===== config.mk =====
export PLATFORM = sky130hd
export DESIGN_NAME = dance_round_ctrl_flat
export DESIGN_NICKNAME = d
export VERILOG_FILES = /design/src/rtl/dance_round_ctrl_pkg.sv /design/src/rtl/dance_round_ctrl_if.sv /design/src/rtl/dance_round_ctrl_tick_gen.sv /design/src/rtl/dance_round_ctrl.sv /design/src/flat_wrapper.sv
export SDC_FILE = /design/constraint.sdc
export NUM_CORES = 1
export LEC_CHECK = 0
export CAP_MARGIN = 30
export CELL_PAD_IN_SITES_DETAIL_PLACEMENT = 0
export CELL_PAD_IN_SITES_GLOBAL_PLACEMENT = 2
export CORE_MARGIN = 1.5
export CORE_UTILIZATION = 30
export DETAILED_ROUTE_END_ITERATION = 16
export PLACE_DENSITY = 0.84
export SLEW_MARGIN = 20
export SYNTH_ARGS = -nofsm -noshare
export SYNTH_HDL_FRONTEND = slang
export SYNTH_SLANG_ARGS = --single-unit

===== constraint.sdc =====
create_clock -name clk -period 2.1 [get_ports clk]
set_clock_uncertainty 0.2 [all_clocks]
set_input_delay 0.42 -clock clk [delete_from_list [all_inputs] [get_ports clk]]
set_output_delay 0.42 -clock clk [all_outputs]
set_load 0.02 [all_outputs]

===== src/rtl/dance_round_ctrl_pkg.sv =====
// Shared definitions for the boss dance round sequencer:
// pose encodings, phase (FSM state) encodings and BCD digit width.
package dance_round_ctrl_pkg;

   // Same codes the boss pose generator drives on boss_pose.
   typedef enum logic [1:0] {
      POSE_DOWN    = 2'b00,
      POSE_RIGHTUP = 2'b01,
      POSE_LEFTUP  = 2'b10,
      POSE_UP      = 2'b11
   } pose_e;

   typedef enum logic [2:0] {
      PH_IDLE   = 3'd0,
      PH_SHOW   = 3'd1,
      PH_WINDOW = 3'd2,
      PH_RESULT = 3'd3,
      PH_DONE   = 3'd4
   } phase_e;

   localparam int BCD_W = 4;

endpackage


===== src/rtl/dance_round_ctrl_if.sv =====
// Signal bundle between player decode / boss block and the round
// sequencer. master: drives start/pose inputs; slave: the sequencer.
interface dance_round_ctrl_if;
   import dance_round_ctrl_pkg::*;

   logic             start;
   logic             player_valid;
   logic [1:0]       player_pose;
   logic [1:0]       boss_pose;
   logic             right;
   logic             pose_advance;
   logic [BCD_W-1:0] score_ones;
   logic [BCD_W-1:0] score_tens;
   logic [1:0]       miss_count;
   logic [2:0]       phase;
   logic             game_over;
   logic             win;

   modport master (
      output start, player_valid, player_pose, boss_pose,
      input  right, pose_advance, score_ones, score_tens,
      input  miss_count, phase, game_over, win
   );

   modport slave (
      input  start, player_valid, player_pose, boss_pose,
      output right, pose_advance, score_ones, score_tens,
      output miss_count, phase, game_over, win
   );

endinterface


===== src/rtl/dance_round_ctrl_tick_gen.sv =====
// Game tick divider: counts 0..TICK_DIV-1, tick high at TICK_DIV-1.
// Ports: clk, clr (sync clear, restarts the period), tick (1-cycle).
module tick_gen #(
   parameter int TICK_DIV = 100000
) (
   input  logic clk,
   input  logic clr,
   output logic tick
);
   localparam int CW = $clog2(TICK_DIV);

   logic [CW-1:0] cnt;

   assign tick = (cnt == CW'(TICK_DIV - 1));

   always_ff @(posedge clk) begin
      if (clr)
         cnt <= '0;
      else if (tick)
         cnt <= '0;
      else
         cnt <= cnt + 1'b1;
   end

endmodule


===== src/rtl/dance_round_ctrl.sv =====
// Round sequencer for the boss dance game: show/window pacing, pose
// judging, BCD score, misses, win/game-over. Ports: clk, reset, bus.
module dance_round_ctrl
   import dance_round_ctrl_pkg::*;
#(
   parameter int TICK_DIV     = 100000,
   parameter int SHOW_TICKS   = 8,
   parameter int WINDOW_TICKS = 16,
   parameter int MAX_MISS     = 3,
   parameter int WIN_SCORE    = 99
) (
   input  logic               clk,
   input  logic               reset,
   dance_round_ctrl_if.slave  bus
);
   localparam int TMAX = (SHOW_TICKS > WINDOW_TICKS) ?
                         SHOW_TICKS : WINDOW_TICKS;
   localparam int TW = $clog2(TMAX + 1);

   localparam logic [BCD_W-1:0] WIN_T = BCD_W'(WIN_SCORE / 10);
   localparam logic [BCD_W-1:0] WIN_O = BCD_W'(WIN_SCORE % 10);
   localparam logic [1:0]       MISS_LIM = 2'(MAX_MISS);

   phase_e state_q, state_d;

   logic          tick;
   logic          enter;
   logic [TW-1:0] tcnt_q;

   logic clr_game, hit, miss, adv, set_win;

   logic [BCD_W-1:0] ones_q, tens_q;
   logic [1:0]       miss_q;
   logic             right_q, adv_q, win_q;

   logic match, show_end, win_end, score_win;

   assign match     = (bus.player_pose == bus.boss_pose);
   assign show_end  = tick && (tcnt_q == TW'(SHOW_TICKS - 1));
   assign win_end   = tick && (tcnt_q == TW'(WINDOW_TICKS - 1));
   assign score_win = (tens_q == WIN_T) && (ones_q == WIN_O);

   // Divider restarts on every state entry so each state's
   // first tick lands a full TICK_DIV cycles after entry.
   tick_gen #(.TICK_DIV(TICK_DIV)) u_tick (
      .clk  (clk),
      .clr  (reset | enter),
      .tick (tick)
   );

   always_ff @(posedge clk) begin
      if (reset)
         state_q <= PH_IDLE;
      else
         state_q <= state_d;
   end

   always_comb begin
      state_d  = state_q;
      clr_game = 1'b0;
      hit      = 1'b0;
      miss     = 1'b0;
      adv      = 1'b0;
      set_win  = 1'b0;
      if (bus.start) begin
         state_d  = PH_SHOW;
         clr_game = 1'b1;
      end else begin
         unique case (state_q)
            PH_IDLE: ;
            PH_SHOW:
               if (show_end)
                  state_d = PH_WINDOW;
            PH_WINDOW:
               // A response on the timeout tick still counts.
               if (bus.player_valid) begin
                  state_d = PH_RESULT;
                  hit     = match;
                  miss    = !match;
               end else if (win_end) begin
                  state_d = PH_RESULT;
                  miss    = 1'b1;
               end
            PH_RESULT: begin
               adv = 1'b1;
               if (score_win) begin
                  state_d = PH_DONE;
                  set_win = 1'b1;
               end else if (miss_q == MISS_LIM) begin
                  state_d = PH_DONE;
               end else begin
                  state_d = PH_SHOW;
               end
            end
            PH_DONE: ;
            default: state_d = PH_IDLE;
         endcase
      end
      enter = (state_d != state_q) || clr_game;
   end

   always_ff @(posedge clk) begin
      if (reset || enter)
         tcnt_q <= '0;
      else if (tick)
         tcnt_q <= tcnt_q + 1'b1;
   end

   always_ff @(posedge clk) begin
      if (reset) begin
         ones_q  <= '0;
         tens_q  <= '0;
         miss_q  <= '0;
         right_q <= 1'b0;
         adv_q   <= 1'b0;
         win_q   <= 1'b0;
      end else begin
         right_q <= hit;
         adv_q   <= adv;
         if (clr_game) begin
            ones_q <= '0;
            tens_q <= '0;
            miss_q <= '0;
            win_q  <= 1'b0;
         end else begin
            // Score saturates at 99.
            if (hit && !(tens_q == 4'd9 && ones_q == 4'd9)) begin
               if (ones_q == 4'd9) begin
                  ones_q <= '0;
                  tens_q <= tens_q + 4'd1;
               end else begin
                  ones_q <= ones_q + 4'd1;
               end
            end
            if (miss && miss_q != 2'd3)
               miss_q <= miss_q + 2'd1;
            if (set_win)
               win_q <= 1'b1;
         end
      end
   end

   assign bus.right        = right_q;
   assign bus.pose_advance = adv_q;
   assign bus.score_ones   = ones_q;
   assign bus.score_tens   = tens_q;
   assign bus.miss_count   = miss_q;
   assign bus.phase        = state_q;
   assign bus.game_over    = (state_q == PH_DONE);
   assign bus.win          = win_q;

endmodule

===== src/flat_wrapper.sv =====
// flat-port wrapper written by rule: the top's interface ports become plain ports
module dance_round_ctrl_flat import dance_round_ctrl_pkg::*;
#(
   parameter int TICK_DIV     = 100000,
   parameter int SHOW_TICKS   = 8,
   parameter int WINDOW_TICKS = 16,
   parameter int MAX_MISS     = 3,
   parameter int WIN_SCORE    = 99
)
  (clk, reset, bus_start, bus_player_valid, bus_player_pose, bus_boss_pose, bus_right, bus_pose_advance, bus_score_ones, bus_score_tens, bus_miss_count, bus_phase, bus_game_over, bus_win);
  dance_round_ctrl_if bus_i ();
  input  logic clk;
  input  logic reset;
  input wire logic [$bits(bus_i.start)-1:0] bus_start;
  input wire logic [$bits(bus_i.player_valid)-1:0] bus_player_valid;
  input wire logic [$bits(bus_i.player_pose)-1:0] bus_player_pose;
  input wire logic [$bits(bus_i.boss_pose)-1:0] bus_boss_pose;
  output wire logic [$bits(bus_i.right)-1:0] bus_right;
  output wire logic [$bits(bus_i.pose_advance)-1:0] bus_pose_advance;
  output wire logic [$bits(bus_i.score_ones)-1:0] bus_score_ones;
  output wire logic [$bits(bus_i.score_tens)-1:0] bus_score_tens;
  output wire logic [$bits(bus_i.miss_count)-1:0] bus_miss_count;
  output wire logic [$bits(bus_i.phase)-1:0] bus_phase;
  output wire logic [$bits(bus_i.game_over)-1:0] bus_game_over;
  output wire logic [$bits(bus_i.win)-1:0] bus_win;
  assign bus_i.start = bus_start;
  assign bus_i.player_valid = bus_player_valid;
  assign bus_i.player_pose = bus_player_pose;
  assign bus_i.boss_pose = bus_boss_pose;
  assign bus_right = bus_i.right;
  assign bus_pose_advance = bus_i.pose_advance;
  assign bus_score_ones = bus_i.score_ones;
  assign bus_score_tens = bus_i.score_tens;
  assign bus_miss_count = bus_i.miss_count;
  assign bus_phase = bus_i.phase;
  assign bus_game_over = bus_i.game_over;
  assign bus_win = bus_i.win;
  dance_round_ctrl #(.TICK_DIV(TICK_DIV), .SHOW_TICKS(SHOW_TICKS), .WINDOW_TICKS(WINDOW_TICKS), .MAX_MISS(MAX_MISS), .WIN_SCORE(WIN_SCORE)) u_core (.clk(clk), .reset(reset), .bus(bus_i));
endmodule

== Word-level counts from Yosys, hierarchy flattened ==
Index checks and enable logic that the tools add are counted.

* Word-level logic and storage cells: 63
* Register bits: 38
* Output and inout port bits: 17

* Reductions and logical operators: 15
* Equality and inequality tests: 13
* Multiplexer cells: 20
* Bitwise operators: 1
* Add/subtract/negate cells: 5

{| class="wikitable"
|+ Operator list
! cell !! number
|-
| $mux 3 || 6
|-
| $add 17x1->17 const B || 1
|-
| $eq 17x17->1 const B || 1
|-
| $mux 1 || 12
|-
| $pmux 3 s4 || 1
|-
| $add 4x1->4 const B || 2
|-
| $eq 4x4->1 const B || 2
|-
| $reduce_or 2->1 || 4
|-
| $eq 3x2->1 const B || 2
|-
| $add 5x1->5 const B || 1
|-
| $eq 5x3->1 const B || 1
|-
| $eq 5x4->1 const B || 1
|-
| $logic_and 1x1->1 || 5
|-
| $mux 4 || 1
|-
| $eq 3x1->1 const B || 1
|-
| $eq 3x3->1 const B || 1
|-
| $logic_not 3->1 || 1
|-
| $ne 3x3->1 || 1
|-
| $add 2x1->2 const B || 1
|-
| $eq 2x2->1 || 1
|-
| $eq 2x2->1 const B || 1
|-
| $logic_not 1->1 || 2
|-
| $logic_or 1x1->1 || 2
|-
| $ne 2x2->1 const B || 1
|-
| other kinds (2) || 2
|}

== Depth between registers and ports, before layout ==
* Word-level depth: 10
* Depth in mapped cells: 7
* Gate-level depth less buffers: 7

== Hierarchy ==
Synthesis repeated with hierarchy kept, for this count alone.

* Cell total of the unflattened synthesis: 210
* Area, all modules: 1888.1 um^2

{| class="wikitable"
|+ Modules (own cells, without submodules)
! module !! times used !! area each (um^2) !! cells each
|-
| dance_round_ctrl || 1 || 1091.0 || 122
|-
| tick_gen || 1 || 797.0 || 88
|}

== Worst setup path before layout ==
No wires, ideal clock.

* Path type: reg2reg
* Start: register u_core.state_q[2] (netlist: u_core.bus.phase[2])
* End: register u_core.miss_q[0] (netlist: u_core.bus.miss_count[0])
* Arrival: 1762 ps
* Setup slack: 78 ps
* Cell stages (with the launch flop): 5
* Data required time: 1841 ps
* Period minus slack after synthesis: 2022 ps
* Path through: dfxtp_1 -> or4b_1 -> a311o_1 -> or4_1 -> nand2_1

* Cells in the longest elaborated chain, start to end: 4

{| class="wikitable"
|+ RTL lines
! item !! RTL line !! text
|-
| from (decl) || dance_round_ctrl.sv:24 || <nowiki>phase_e state_q, state_d;</nowiki>
|-
| from (signal assigned) || dance_round_ctrl.sv:55 || <nowiki>state_q <= state_d;</nowiki>
|-
| $eq 3x2->1 || dance_round_ctrl.sv:69 || <nowiki>unique case (state_q)</nowiki>
|-
| $mux 1 || dance_round_ctrl.sv:69 ||
|-
| $mux 1 || dance_round_ctrl.sv:65 || <nowiki>if (bus.start) begin</nowiki>
|-
| $logic_and 1x1->1 || dance_round_ctrl.sv:135 || <nowiki>if (miss && miss_q != 2'd3)</nowiki>
|-
| to (signal assigned) || dance_round_ctrl.sv:136 || <nowiki>miss_q <= miss_q + 2'd1;</nowiki>
|-
| to (decl) || dance_round_ctrl.sv:33 || <nowiki>logic [1:0] miss_q;</nowiki>
|}

Every way passes these cells.
A chain may end at the register's enable or synchronous reset.

== Worst setup path after layout ==
* Start: register u_core.state_q[1] (netlist: u_core.bus.phase[1])
* End: output port bus_phase[1]

{| class="wikitable"
|+ RTL lines
! item !! RTL line !! text
|-
| to (decl) || flat_wrapper.sv:23 || <nowiki>output wire logic [$bits(bus_i.phase)-1:0] bus_phase;</nowiki>
|}

No word-level cell between the ends.

==> key figures <==
Synthesis
  – Synth warn: 0
  – Seq/Total Area, Yosys: 0.389
  – Unique masters post-synth: 52
  – Synthesized area per cell: 8.72 µm²
  – #FFs+latches synth: 38
  – Post-synthesis net count: 238
  – Synthesized area: 1950 µm²
  – Number of flops mapped to enable cells by yosys: 0
  – Async set-reset flop share out of synthesis: 0
  – Cells after Synth: 224
  – Top FF cell, synth: dfxtp_1

Final layout
  – Diodes inserted: 0
  – Post-Layout Cell Count: 351
  – Total Nets Final: 287
  – Reg area: 764 µm²
  – Post-route cell area: 2620 µm²
  – Commonest non-fill, non-tap cells in the layout: 35 x dfxtp_1, 28 x buf_4, 25 x nor2_1
  – Area occupied by multi-input gates: 1130 µm²
  – Filler cells: 640
  – Layout Area Growth over Synthesis: 34.1%
  – Commonest non-fill, non-tap cell in the layout: dfxtp_1
  – Fraction of layout cells with a size suffix above 1: 0.186

STA
  – # setup viols final: 0
  – Worst-Margin Slew: 0.339 ns
  – RSZ-0062 raised after global routing: true
  – Slew HR: 0.768
  – Final min period: 2.05 ns
  – Final Hold Fails: 0
  – Top achievable clock speed: 0.487 GHz
  – Final WS setup: 0.0465 ns
  – Period utilization: 0.978
  – TNS Setup: 0 ns
  – Max Slew Vio Count: 0

Power
  – Peak supply drop: 271 µV
  – P_leak: 0.950 nW
  – Internal power: 1.27 mW
  – Comb pwr share: 0.047
  – Clock network power share: 0.493
  – Power per standard cell area: 602 nW/µm²
  – Sequential fraction of design power: 0.460
  – Switch share: 0.198
  – Net Sw Power: 312 µW

Critical path
  – Max FO, Critical Path: 4
  – CP Class: register to output pin
  – Startpoint types: register
  – Critical path required time: 1.48 ns
  – Crit path arrival time: 1.43 ns
  – CP Capture Type: output pin

Place
  – Port Buffers: 24
  – DP Area: 2440 µm²
  – DP Cell Count: 342
  – RD Place Congestion: 0.735
  – DPL Wire Length: 3350 µm
  – Worst slack at placement: -0.352 ns

Clock tree
  – Root buffer cell: clkbuf_8
  – H-tree lvl count: 2
  – Total CTS buffers: 5
  – CTS tree: yes
  – Clk Latency, worst-skew pair: 0.29 ns
  – Clk buf depth: 2
  – CTS sink cnt: 38
  – Clock-pin slew on the worst setup and hold paths: 0.08 ns

Global routing
  – First-pass GRT wire length: 7870 µm
  – Vias in the first global route: 1691
  – GRT Residual Overflow: 0
  – Largest net degree at the start of global routing: 13
  – Tot GR Track Use: 0.137
  – Initial antenna violation count: 0

Routing
  – Final wirelength: 4550 µm
  – Vias: 1796
  – Number of routed nets with antenna violations: 0
  – Post-DR wirelength/cell: 13.0 µm
  – DR pass1 iterations: 4
  – Vias per cell: 5.12
  – 1st-iter DRT viols: 87
  – # DRC: 0

Floorplanning
  – IO Pins: 25
  – Die H: 83.7 µm
  – Starting Density: 0.310
  – Die Area: 7010 µm²
  – Core region area: 6310 µm²
  – Row cnt: 29
  – Die X-Extent: 83.7 µm

Run status
  – Outcome: complete, no violations

Min path
  – Worst Hold Class: register to register

Run
  – MaxCap Viol Count: 0
[what timing repair did]
item | CTS | global route
setup endpoints to repair | 3 | 8
gates resized for setup | 2 | 11
hold buffers | 0 | 0
pin swaps | 1 | 2
buffers inserted | 0 | 1
[critical path, cell delays in order, from the launching register on]
cell	delay (ns)
dfxtp_1	0.41
buf_4	0.14
clkdlybuf4s50_1	0.59
[path summary, 6_finish.rpt]
check	from	to	slack, ns	cells past startpoint
min reg2reg	u_core.bus.win	u_core.bus.win	0.28	2
max reg2reg	u_core.tcnt_q[1]	u_core.bus.miss_count[0]	0.08	7
max	u_core.bus.phase[1]	bus_phase[1]	0.05	2
min	u_core.bus.win	u_core.bus.win	0.28	2
[sequential cells by signal (all words and copies together), names as in the netlist, 2 cells and up]
register / cells
u_core.u_tick.cnt: 17
u_core.tcnt_q: 5
u_core.bus.miss_count: 2
u_core.bus.score_ones: 4
u_core.bus.phase: 3
u_core.bus.score_tens: 4
[layout make-up]
type	count	share of cell area
Sequential cell	38	0.292
Clock buffer	6	0.0315
Clock inverter	2	0.0229
Multi-Input combinational cell	167	0.432
Tap cell	77	0.0368
Inverter	9	0.0129
Timing Repair Buffer	52	0.173
[stage by stage]
step	hold WS (ns)	power, mW	utilization
after floorplan	0.230	0.774	-
after detailed placement	0.263	0.818	0.387
after CTS	0.285	1.60	0.409
after global routing	0.294	1.64	0.415
after global placement	0.260	0.818	0.387
final	0.283	1.58	0.415
[power by group through the flow]
stage	Clock, mW	Combinational (mW)	Sequential, mW
2_1_floorplan	0	0.0302	0.744
3_3_place_gp	0	0.0753	0.743
3_5_place_dp	0	0.0753	0.743
4_1_cts	0.800	0.0750	0.726
5_1_grt	0.832	0.0820	0.727
6_report	0.779	0.0743	0.726
[cells in the mapped netlist, types with 3 or more instances]
library cell | number | area, µm²
xor2_1 | 9 | 78.8
inv_1 | 9 | 33.8
buf_2 | 4 | 20.0
nor3_1 | 8 | 40.0
dfxtp_1 | 38 | 761
nand3_1 | 12 | 60.1
o21ai_0 | 5 | 25.0
or3_1 | 4 | 25.0
a21oi_1 | 8 | 40.0
and4_1 | 6 | 52.6
nor3b_1 | 3 | 22.5
clkbuf_1 | 5 | 18.8
nand4_1 | 8 | 50.1
a211oi_1 | 4 | 30.0
nor4bb_1 | 3 | 30.0
ha_1 | 6 | 75.1
xnor2_1 | 7 | 61.3
a31oi_1 | 3 | 18.8
nand2_1 | 15 | 56.3
nor2_1 | 25 | 93.8
[metal layers]
metal	up-vias	track usage	routed length [µm]
met1	832	0.178	2280
met4	0	0.0492	66
met3	8	0.0366	194
met2	31	0.218	2000
li1	925	-	-
met5	-	0	0
[kinds of logic after synthesis]
logic type / synth area share
AND/OR/NAND/NOR: 0.306
AO/OA/AOI/OAI: 0.141
flip-flops: 0.389
buffers and inverters: 0.0429
XOR/XNOR: 0.0717
adder cells (fa/ha/maj): 0.0384
multiplexers: 0.0102
Power figures use the tool's default switching activity.
